**config.mk**
```make
export PLATFORM = sky130hd
export DESIGN_NAME = dmem_lsu
export DESIGN_NICKNAME = d
export VERILOG_FILES = /design/src/rtl/dmem_lsu.sv
export SDC_FILE = /design/constraint.sdc
export NUM_CORES = 1
export LEC_CHECK = 0
export ABC_AREA = 1
export BUFFER_PORTS_ARGS = -buffer_cell sky130_fd_sc_hd__buf_4
export CELL_PAD_IN_SITES_DETAIL_PLACEMENT = 0
export CELL_PAD_IN_SITES_GLOBAL_PLACEMENT = 1
export CORE_ASPECT_RATIO = 0.6
export CORE_UTILIZATION = 40
export CTS_CLUSTER_SIZE = 12
export DETAILED_ROUTE_END_ITERATION = 16
export PLACE_DENSITY = 0.94
export SYNTH_ARGS = -nofsm -noshare
export SYNTH_HDL_FRONTEND = slang
export SYNTH_SLANG_ARGS = --single-unit
```
**constraint.sdc**
```tcl
create_clock -name clk -period 6 [get_ports clk]
set_clock_uncertainty 0.15 [all_clocks]
set_input_delay 1.8 -clock clk [delete_from_list [all_inputs] [get_ports clk]]
set_output_delay 1.8 -clock clk [all_outputs]
set_load 0.05 [all_outputs]
```
**src/rtl/dmem_lsu.sv**
```systemverilog
// ---------------------------------------------------------------------------
// dmem_lsu
//   Load/store unit sitting between the execute stage of a single-cycle
//   RISC-V core and a handshaked 32-bit data memory. One load or store is
//   accepted per transaction (byte / half / word, signed or unsigned). It is
//   turned into one or two word-aligned memory beats with byte enables, and
//   the load result is returned sign- or zero-extended. An access that
//   crosses a word boundary is split into two consecutive beats. The core
//   stalls on req_ready while a transaction is in flight.
//
// Ports
//   clk, rst          : clock, synchronous active-high reset
//   req_valid/ready   : core request handshake (ready only while idle)
//   req_we            : 1 = store, 0 = load
//   req_size          : 00 byte, 01 half, 11 word, 10 illegal
//   req_unsigned      : zero-extend byte/half loads
//   req_addr          : byte address
//   req_wdata         : right-aligned store data
//   resp_valid        : one-cycle completion pulse (no backpressure)
//   resp_rdata        : extended load data, 0 for stores and errors
//   resp_err          : illegal size, qualified by resp_valid
//   mem_req/gnt       : beat request, held until granted
//   mem_we            : beat is a write
//   mem_addr          : word-aligned beat address
//   mem_be            : beat byte enables
//   mem_wdata         : lane-shifted store data
//   mem_rvalid/rdata  : one completion per granted beat (data or write ack)
//   fsm_state         : current FSM state, for observation only
//
// Handshakes: a request transfers on a clock edge where req_valid and
// req_ready are both high; a memory beat transfers on an edge where mem_req
// and mem_gnt are both high, and mem_req with its address/enables/data stay
// stable until then; mem_rvalid is a single-cycle completion with no
// backpressure, as is resp_valid.
// ---------------------------------------------------------------------------
module dmem_lsu #(
    parameter int XLEN = 32,
    parameter int AW   = 32
) (
    input  logic            clk,
    input  logic            rst,
    input  logic            req_valid,
    output logic            req_ready,
    input  logic            req_we,
    input  logic [1:0]      req_size,
    input  logic            req_unsigned,
    input  logic [AW-1:0]   req_addr,
    input  logic [XLEN-1:0] req_wdata,
    output logic            resp_valid,
    output logic [XLEN-1:0] resp_rdata,
    output logic            resp_err,
    output logic            mem_req,
    input  logic            mem_gnt,
    output logic            mem_we,
    output logic [AW-1:0]   mem_addr,
    output logic [3:0]      mem_be,
    output logic [XLEN-1:0] mem_wdata,
    input  logic            mem_rvalid,
    input  logic [XLEN-1:0] mem_rdata,
    output logic [2:0]      fsm_state
);

    localparam logic [2:0] S_IDLE  = 3'd0;
    localparam logic [2:0] S_REQ1  = 3'd1;
    localparam logic [2:0] S_WAIT1 = 3'd2;
    localparam logic [2:0] S_REQ2  = 3'd3;
    localparam logic [2:0] S_WAIT2 = 3'd4;
    localparam logic [2:0] S_RESP  = 3'd5;

    localparam logic [1:0] SIZE_B   = 2'b00;
    localparam logic [1:0] SIZE_H   = 2'b01;
    localparam logic [1:0] SIZE_BAD = 2'b10;
    localparam logic [1:0] SIZE_W   = 2'b11;

    logic [2:0]      state_q;
    logic [2:0]      state_d;

    // Request captured at acceptance
    logic            we_q;
    logic [1:0]      size_q;
    logic            uns_q;
    logic [AW-1:0]   addr_q;
    logic [XLEN-1:0] wdata_q;

    // First-beat read data, kept while the second beat is outstanding
    logic [XLEN-1:0] r1_q;

    logic [XLEN-1:0] resp_rdata_q;
    logic            resp_err_q;

    logic [1:0]        off;
    logic [3:0]        size_mask;
    logic [7:0]        be_wide;
    logic [2*XLEN-1:0] wdata_wide;
    logic              split;
    logic [AW-1:0]     base_addr;
    logic [AW-1:0]     next_addr;

    logic [XLEN-1:0] merge_r1;
    logic [XLEN-1:0] merge_r2;
    logic [XLEN-1:0] raw;
    logic [XLEN-1:0] load_result;
    logic [XLEN-1:0] done_rdata;

    // ------------------------------------------------------------------
    // Beat geometry, all derived from the captured request
    // ------------------------------------------------------------------
    assign off = addr_q[1:0];

    always_comb begin
        size_mask = 4'b0000;
        case (size_q)
            SIZE_B:  size_mask = 4'b0001;
            SIZE_H:  size_mask = 4'b0011;
            SIZE_W:  size_mask = 4'b1111;
            default: size_mask = 4'b0000;
        endcase
    end

    // Enables and data are laid out across an 8-byte window; the low half
    // belongs to beat 1 and whatever spills into the high half to beat 2.
    assign be_wide    = {4'b0000, size_mask} << off;
    assign wdata_wide = {{XLEN{1'b0}}, wdata_q} << {off, 3'b000};

    // Any enable landing past lane 3 means the access crosses a word.
    assign split = |be_wide[7:4];

    assign base_addr = {addr_q[AW-1:2], 2'b00};
    // Plain AW-bit addition, so the last word of the space wraps to zero.
    assign next_addr = base_addr + {{(AW-3){1'b0}}, 3'd4};

    // ------------------------------------------------------------------
    // Memory-side outputs: driven only while a beat is requested
    // ------------------------------------------------------------------
    always_comb begin
        mem_req   = 1'b0;
        mem_we    = 1'b0;
        mem_addr  = '0;
        mem_be    = 4'b0000;
        mem_wdata = '0;
        case (state_q)
            S_REQ1: begin
                mem_req   = 1'b1;
                mem_we    = we_q;
                mem_addr  = base_addr;
                mem_be    = be_wide[3:0];
                mem_wdata = wdata_wide[XLEN-1:0];
            end
            S_REQ2: begin
                mem_req   = 1'b1;
                mem_we    = we_q;
                mem_addr  = next_addr;
                mem_be    = be_wide[7:4];
                mem_wdata = wdata_wide[2*XLEN-1:XLEN];
            end
            default: begin
                mem_req   = 1'b0;
            end
        endcase
    end

    // ------------------------------------------------------------------
    // Load merge. The result is formed in the cycle the last beat returns,
    // straight from mem_rdata, so no extra cycle is spent on alignment.
    // ------------------------------------------------------------------
    always_comb begin
        merge_r1 = mem_rdata;
        merge_r2 = '0;
        if (state_q == S_WAIT2) begin
            merge_r1 = r1_q;
            merge_r2 = mem_rdata;
        end
    end

    assign raw = XLEN'({merge_r2, merge_r1} >> {off, 3'b000});

    always_comb begin
        load_result = raw;
        case (size_q)
            SIZE_B:  load_result = {{(XLEN-8){~uns_q & raw[7]}}, raw[7:0]};
            SIZE_H:  load_result = {{(XLEN-16){~uns_q & raw[15]}}, raw[15:0]};
            default: load_result = raw;
        endcase
    end

    assign done_rdata = we_q ? '0 : load_result;

    // ------------------------------------------------------------------
    // FSM
    // ------------------------------------------------------------------
    always_comb begin
        state_d = state_q;
        case (state_q)
            S_IDLE: begin
                if (req_valid) begin
                    state_d = (req_size == SIZE_BAD) ? S_RESP : S_REQ1;
                end
            end
            S_REQ1: begin
                if (mem_gnt) state_d = S_WAIT1;
            end
            S_WAIT1: begin
                if (mem_rvalid) state_d = split ? S_REQ2 : S_RESP;
            end
            S_REQ2: begin
                if (mem_gnt) state_d = S_WAIT2;
            end
            S_WAIT2: begin
                if (mem_rvalid) state_d = S_RESP;
            end
            S_RESP: begin
                state_d = S_IDLE;
            end
            default: begin
                state_d = S_IDLE;
            end
        endcase
    end

    always_ff @(posedge clk) begin
        if (rst) begin
            state_q      <= S_IDLE;
            we_q         <= 1'b0;
            size_q       <= SIZE_B;
            uns_q        <= 1'b0;
            addr_q       <= '0;
            wdata_q      <= '0;
            r1_q         <= '0;
            resp_rdata_q <= '0;
            resp_err_q   <= 1'b0;
        end else begin
            state_q <= state_d;

            if (state_q == S_IDLE && req_valid) begin
                we_q    <= req_we;
                size_q  <= req_size;
                uns_q   <= req_unsigned;
                addr_q  <= req_addr;
                wdata_q <= req_wdata;
                // An illegal size completes without touching memory, so its
                // response is fixed right here.
                if (req_size == SIZE_BAD) begin
                    resp_rdata_q <= '0;
                    resp_err_q   <= 1'b1;
                end
            end

            if (state_q == S_WAIT1 && mem_rvalid) begin
                r1_q <= mem_rdata;
                if (!split) begin
                    resp_rdata_q <= done_rdata;
                    resp_err_q   <= 1'b0;
                end
            end

            if (state_q == S_WAIT2 && mem_rvalid) begin
                resp_rdata_q <= done_rdata;
                resp_err_q   <= 1'b0;
            end
        end
    end

    assign req_ready  = (state_q == S_IDLE);
    assign resp_valid = (state_q == S_RESP);
    assign resp_rdata = resp_rdata_q;
    assign resp_err   = resp_err_q;
    assign fsm_state  = state_q;

endmodule

```
After elaboration in Yosys (flattened, before gate mapping)
Cells that the tools add are included.
{ "word_totals": {"ff_bits": 136, "latch_bits": 0, "mem_bits_rw": 0, "mem_bits_ro": 0, "in_bits": 105, "output_inout_bits": 108, "wordCells": 65, "mem_count": 0} }
{ "classes": {"add_sub_neg": 1, "multipliers": 0, "div_mod_pow": 0, "n_lt_le_gt_ge": 0, "eq_ne": 13, "n_shift": 3, "mux": 27, "bitwise": 3, "reduce_logical": 9} }
{ "ops": {"columns": ["cell", "n"], "rows": [
  ["$mux W32", 8],
  ["$pmux W32 S2", 3],
  ["$shl A32 B5 Y64", 1],
  ["$shr A64 B5 Y32", 1],
  ["$add A32 B3 Y32 const B", 1],
  ["$mux W3", 7],
  ["$pmux W3 S5", 1],
  ["$pmux W4 S3", 1],
  ["$ne A2 B2 Y1 const B", 5],
  ["$pmux W4 S2", 1],
  ["$shl A4 B2 Y8", 1],
  ["$eq A3 B2 Y1 const B", 2],
  ["$eq A3 B3 Y1 const B", 2],
  ["$mux W1", 6],
  ["$reduce_and A5 Y1", 1],
  ["$eq A2 B2 Y1 const B", 2],
  ["$reduce_or A2 Y1", 2],
  ["$reduce_or A4 Y1", 1],
  ["$eq A3 B1 Y1 const B", 1],
  ["$logic_and A1 B1 Y1", 3],
  ["$logic_not A3 Y1", 1],
  ["$and A1 B1 Y1", 2],
  ["$eq A2 B1 Y1 const B", 1],
  ["$logic_not A2 Y1", 1],
  ["$not A1 Y1", 1]
]} }

Longest topological paths before layout
Gate-level depths: netlist of the first run.
{ "depth": {"word_depth": 9, "depth_mapped": 13, "ltp_nobuf": 12} }

Worst setup path before layout of the first run
Ideal clock, no wire load.
{ "synth_timing": {"path_type": "register to output", "from": "reg state_q[1], in the netlist fsm_state[1]", "to": "out mem_be[2]", "arrival_time_ps": 2762, "required_ps": 4050, "setup_slack_ps": 1288, "path_stages_with_launch": 8, "path_buffers": 1, "cell_sequence": "dfxtp_1 > inv_2 > nor2_2 > nand2_1 > buf_2 > nor2_4 > inv_1 > o32ai_1"} }
{ "synth_via": {"elab_chain_cells": 2, "elab_cells_between_ends": 3, "cone_classes": "eq/ne (2); mux (1)"} }
{ "synth_rtl": {"columns": ["item", "line_no", "source"], "rows": [
  ["start: declaration", "75", "logic [2:0] state_q;"],
  ["start signal: assignment", "232", "state_q <= state_d;"],
  ["$eq A3 B2 Y1 or $eq A3 B1 Y1 (tied branches)", "141", "case (state_q)"],
  ["$pmux W4 S2 *", "141", null],
  ["end: declaration", "56", "output logic [3:0] mem_be,"]
]} }
Mark *: on every way between the ends. The rest lies on a longest branch, timed or not.

Final worst setup path of the first run
{ "layout_timing": {"from": "reg state_q[2], in the netlist fsm_state[2]", "to": "out mem_addr[10]"} }
{ "layout_via": {"elab_chain_cells": 2, "elab_cells_between_ends": 3, "cone_classes": "eq/ne (2); mux (1)"} }
{ "layout_rtl": {"columns": ["item", "line_no", "source"], "rows": [
  ["$eq A3 B2 Y1 or $eq A3 B1 Y1 (tied branches)", "141", null],
  ["$pmux W32 S2 *", "141", null],
  ["end: declaration", "55", "output logic [AW-1:0] mem_addr,"]
]} }
Marked as above.

==> results of run 1 <==
==> state kept, by name (all words and copies together), names as in the netlist <==
register	cells
fsm_state	3
wdata_q	32
we_q	1
addr_q	32
uns_q	1
resp_rdata	32
size_q	2
r1_q	32
resp_err	1
==> metal layers <==
metal | track usage (%) | vias to the layer above | wire length [um]
li1 | - | 4764 | -
met1 | 43.5 | 4410 | 15100
met2 | 37.5 | 476 | 11700
met3 | 9.45 | 31 | 3480
met4 | 6.51 | 0 | 345
met5 | 0 | - | 0
==> power groups by stage <==
stage / logic (mW) / registers, mW / clock network [mW]
2_1_floorplan: 1.76 / 1.41 / 0
3_3_place_gp: 2.53 / 1.35 / 0
3_5_place_dp: 2.54 / 1.35 / 0
4_1_cts: 2.55 / 1.34 / 1.03
5_1_grt: 2.80 / 1.38 / 1.06
6_report: 2.60 / 1.34 / 1.01
==> how the worst min path moves through the flow <==
stage | start | endpoint | slack, ns
floorplan | wdata_q[31] | wdata_q[31] | 0.29
global placement | wdata_q[16] | wdata_q[16] | 0.30
detailed placement | resp_rdata[5] | resp_rdata[5] | 0.31
CTS | resp_rdata[4] | resp_rdata[4] | 0.32
global route | resp_rdata[22] | resp_rdata[22] | 0.33
finish | resp_rdata[5] | resp_rdata[5] | 0.32
==> cells in the final DEF, fill, tap and decap left out, types with 4 or more instances in the layout <==
cell,instances
o211ai_1,15
nor3_1,12
a21oi_1,163
inv_1,114
nand3b_1,9
a31oi_1,16
clkbuf_16,17
a32o_1,6
nand4_1,6
nand3_1,96
nor2_4,5
o21ai_0,213
o21ai_1,11
nor2_1,73
buf_4,220
dfxtp_1,134
o22ai_1,8
nand2_1,298
nand3_2,7
inv_2,4
clkinv_2,5
==> worst max-delay path, stage by stage, from the launching register on <==
cell and delay (ns):
dfxtp_1 0.69, nor2_2 0.11, nand2_1 0.08, buf_4 0.29
inv_1 0.42, nand2_1 0.20, o21ai_0 0.12, a221oi_1 0.22
a21oi_1 0.07, buf_4 0.20
==> per-stage QoR <==
step                hold WS, ns  total power [mW]  cells  instance area [sq um]
global placement          0.302              3.88   1724                   9940
finish                    0.316              4.96   1756                  10500
detailed placement        0.309              3.89   1724                   9940
CTS                       0.318              4.91   1756                  10500
floorplan                 0.289              3.17   1321                   8370
global route              0.328              5.24   1756                  10500
==> area by class of cell <==
type                            count  area, sq um
Inverter                          121          472
Fill cell                        2127         9770
Sequential cell                   136         2730
Clock inverter                     11         97.6
Clock buffer                       21          460
Tap cell                          273          342
Multi-Input combinational cell    974         4750
Timing Repair Buffer              220         1650
==> logic make-up after synthesis <==
| kind of cell | count (synthesis) | share of synthesized area [%] |
|---|---|---|
| AO/OA/AOI/OAI | 443 | 28.1 |
| XOR/XNOR | 2 | 0.209 |
| adder cells (fa/ha/maj) | 1 | 0.150 |
| buffers and inverters | 211 | 10.8 |
| flip-flops | 136 | 32.5 |
| other | 1 | 0.0448 |
| AND/OR/NAND/NOR | 526 | 28.1 |
==> impl_results.md, run 1 <==
* Vias in the first global route at roughly 8600
* Die Y at roughly 110 um
* Post-Syn Instances at 1320
* Postcts setup bufs at 0
* Internal reg-to-reg setup slack at between 2 and 3 ns
* GR Overflow Total at 0
* Area leader, netlist: dfxtp_1
* I/O Pins at 213
* Util after Layout at 51.8%
* Worst-path clk slew at 0.06 ns
* Period utilization at 79.7%
* N_diodes at 0
* TritonCTS clock tree: built
* H-tree lvl count at 4
* Clock root cell: clkbuf_16
* RSZ-0062 raised after global routing: false
* Clock power share at around 20%
* Ys Warns at 0
* Synth unique cells at 50
* CP endpoint kind: output port
* Slew margin rel. at 35.0%
* I/O Buffers at between 200 and 250
* Seq/Total Area, Yosys at 32.5%
* Final Hold Vio Count at 0
* Die area at 21500 sq um
* Syn Std Cell Area at 8370 sq um
* Most frequent cells after synthesis: nand2_1 (299), o21ai_0 (213), a21oi_1 (163), dfxtp_1 (136), inv_1 (115)
* Share of layout cells above drive strength 1 at about 19%
* Pwr/cell area at 472 nW/um^2
* Clock Path Buffers at 2
* Most used flip-flop cell after synthesis: dfxtp_1
* TritonCTS buffer count at 17
* Horiz. Die Dim at 189 um
* Vias/cell at 5.51
* Count leader, synth: nand2_1
* CTS-repair resized insts at 0
* Worst hold path type: reg2reg
* Worst-Skew Late Latency at around 0.43 ns
* Fmax at about 210 MHz
* CP Capture Point: mem_addr[10]
* Sink Count at 136
* Worst Path Required at 4.05 ns
* WL per Instance at 17.5 um
* DRC viols at 0
* Switching power at ~2.5 mW
* Routed Antenna Nets at 0
* Combinational share of power at 52.5%
* Crit path DAT at 2.83 ns
* Final wirelength at 30700 um
* Placeable Area at 20300 sq um
* Ys async rst share at 0%
* Post-CTS Hold Buffers at 0
* Initial antenna violation count at 0
* Setup ws final at 1.22 ns
* Synth top area share at 32.5%
* Final net count at 1576
* Number of synthesized flops with an enable pin at 0
* WHS Path Cells at 2
* Status: completed
* Setup crit start: fsm_state[2]
* Startpoint types: flip-flop
* Starting Density at about two fifths
* Final setup violation count at 0
* Peak VDD IR at 0.236 mV
* Register share of total power at 27.1%
* Flops & latches, synth at 136
* Tmin final at 4.78 ns
* WS Path Type: reg2out
* R2R Path End: resp_rdata[13]
* Area Overhead vs Synth at 25.5%
* Reg-to-reg startpoint: addr_q[0]
* Largest net degree at the start of global routing at between 90 and 100
* Tot GR Track Use at 28.5%
* Placement row count at 40
* First-pass GRT wire length at 47600 um
* Placement Setup Slack at 1.67 ns
* Syn_area_per_cell at 6.34 sq um
* Switching Fraction at approximately half
* Final Max Slew Viols at 0
* Setup_tns at 0 ns
* Slew @ Worst Pin at 0.973 ns
* Area contributors post-synth: dfxtp_1 (33%), nand2_1 (13%), o21ai_0 (13%), a21oi_1 (9.8%), nand3_1 (5.7%)
* DRT iter0 DRCs at between 1000 and 1500
* Pre-Repair DR Iteration Count at 6
* Vias post-DR at 9681
* Pleak at ~4.5 nW
* Reg2Reg Depth at 8
* Worst Path Max Fanout at 23
* Pint at 2.41 mW
* Routability Congestion at 0.948
* Max Cap Viol at 0
* DPL Wire Length at 22300 um
Power figures use the tool's default switching activity.
==> run 2, diff against run 1 <==
- CORE_UTILIZATION: 40 -> 37
- PLACE_DENSITY: 0.94 -> 0.88
- clock period: 6 -> 4.45 ns (I/O delays scaled with it)
==> impl_results.md, run 2 (synthesis results as in run 1) <==
* Peak VDD IR at 0.321 mV
* Vias post-DR at 9808
* Die area at 23200 sq um
* Sink Count at 136
* Clock Path Buffers at 2
* CTS-repair resized insts at 0
* TritonCTS clock tree: built
* Pwr/cell area at about 650 nW/um^2
* DPL Wire Length at 23200 um
* Setup crit start: fsm_state[2]
* Tmin final at 4.21 ns
* Routability Congestion at 0.932
* Vias in the first global route at 8757
* Period utilization at 94.5%
* Horiz. Die Dim at around 200 um
* WL per Instance at 17.8 um
* Final setup violation count at 0
* N_diodes at 0
* Vias/cell at between 5 and 6
* Post-CTS Hold Buffers at 0
* Clock root cell: clkbuf_16
* CP endpoint kind: output port
* Worst-Skew Late Latency at 0.43 ns
* Slew @ Worst Pin at around 0.8 ns
* Post-Layout Inst Area at 10700 sq um
* Setup_tns at 0 ns
* Pre-Repair DR Iteration Count at 6
* Die Y at 118 um
* HP Start: wdata_q[8]
* # fillers at 2321
* DRT iter0 DRCs at 1052
* Final Max Slew Viols at 0
* GR Overflow Total at 0
* Post-place instance area at between 10000 and 15000 sq um
* Postcts setup bufs at 0
* Startpoint types: flip-flop
* I/O Buffers at 210
* Crit path DAT at 2.72 ns
* Max Cap Viol at 0
* Worst hold path type: reg2reg
* DRC viols at 0
* Reg-to-reg startpoint: addr_q[0]
* Worst Path Max Fanout at 11
* Largest net degree at the start of global routing at 84
* Final net count at between 1500 and 2000
* Tot Pwr at 6.93 mW
* Starting Density at a little under two fifths
* Final Hold Vio Count at 0
* Area of the multi-input gates at 4750 sq um
* Sequential Area at 2730 sq um
* I/O Pins at 213
* First-pass GRT wire length at 49600 um
* Commonest non-fill, non-tap cell in the layout: nand2_1
* Pleak at 4.51 nW
* Slew margin rel. at between 40% and 50%
* WS Path Type: reg2out
* Tot GR Track Use at 27.5%
* RSZ-0062 raised after global routing: false
* Placement row count at 42
* H-tree lvl count at 4
* Routed Antenna Nets at 0
* Placeable Area at around 22000 sq um
* Initial antenna violation count at 2
* Area Overhead vs Synth at 27.5%
* TritonCTS buffer count at 17
* Worst-path clk slew at 0.06 ns
* Final wirelength at 32000 um
* Status: completed
* Fmax at 238 MHz
* Worst Path Required at about 3.0 ns
* Share of layout cells above drive strength 1 at 19.6%
* Most frequent cells in the layout: nand2_1 (298), buf_4 (224), o21ai_0 (213)
==> run 2: power breakdown <==
group	internal [mW]	total [mW]	switching, mW	leakage (nW)
sequential	1.52	1.77	0.247	1.11
combinational	0.957	3.60	2.64	3.10
clock	0.988	1.56	0.572	0.298
==> run 2: layout make-up <==
class | instances | area share (%)
inverters | 121 | 4.42
multi-input cells | 974 | 44.5
repair buffers | 225 | 16.0
flip-flops and latches | 136 | 25.5
clock inverters | 13 | 1.91
well taps | 308 | 3.61
clock buffers | 18 | 4.02
==> run 2: per-stage QoR <==
step | std cells | hold slack [ns] | util [%] | setup WS (ns)
floorplan | 1321 | 0.289 | - | 0.203
global placement | 1764 | 0.300 | 45.4 | 0.777
detailed placement | 1764 | 0.305 | 45.4 | 0.698
CTS | 1795 | 0.314 | 48.2 | 0.242
global route | 1795 | 0.332 | 48.2 | 0.0331
finish | 1795 | 0.311 | 48.2 | 0.243
==> run 2: path summary, 6_finish.rpt <==
path,end,slack (ns),cells after the start
worst max-delay path,mem_be[2],0.24,6
worst min-delay path,wdata_q[8],0.31,2
worst max register to register,resp_rdata[9],1.81,9
worst min register to register,wdata_q[8],0.31,2
==> run 2: layer usage <==
| layer | vias up | wire (um) | GRT usage, % | share of wire [%] |
|---|---|---|---|---|
| met4 | 4 | 222 | 4.79 | 0.69 |
| li1 | 4754 | - | - | - |
| met3 | 22 | 3210 | 8.76 | 10 |
| met2 | 458 | 12300 | 35.8 | 38 |
| met5 | - | 27 | 0 | 0.084 |
| met1 | 4570 | 16300 | 43.0 | 51 |
==> run 2: worst max-delay path, stage by stage (launching register included) <==
cell     delay [ns]
dfxtp_1        0.48
nor2_2         0.23
nand2_1        0.32
nor2_4         0.37
inv_1          0.26
o32ai_1        0.36
buf_4          0.26
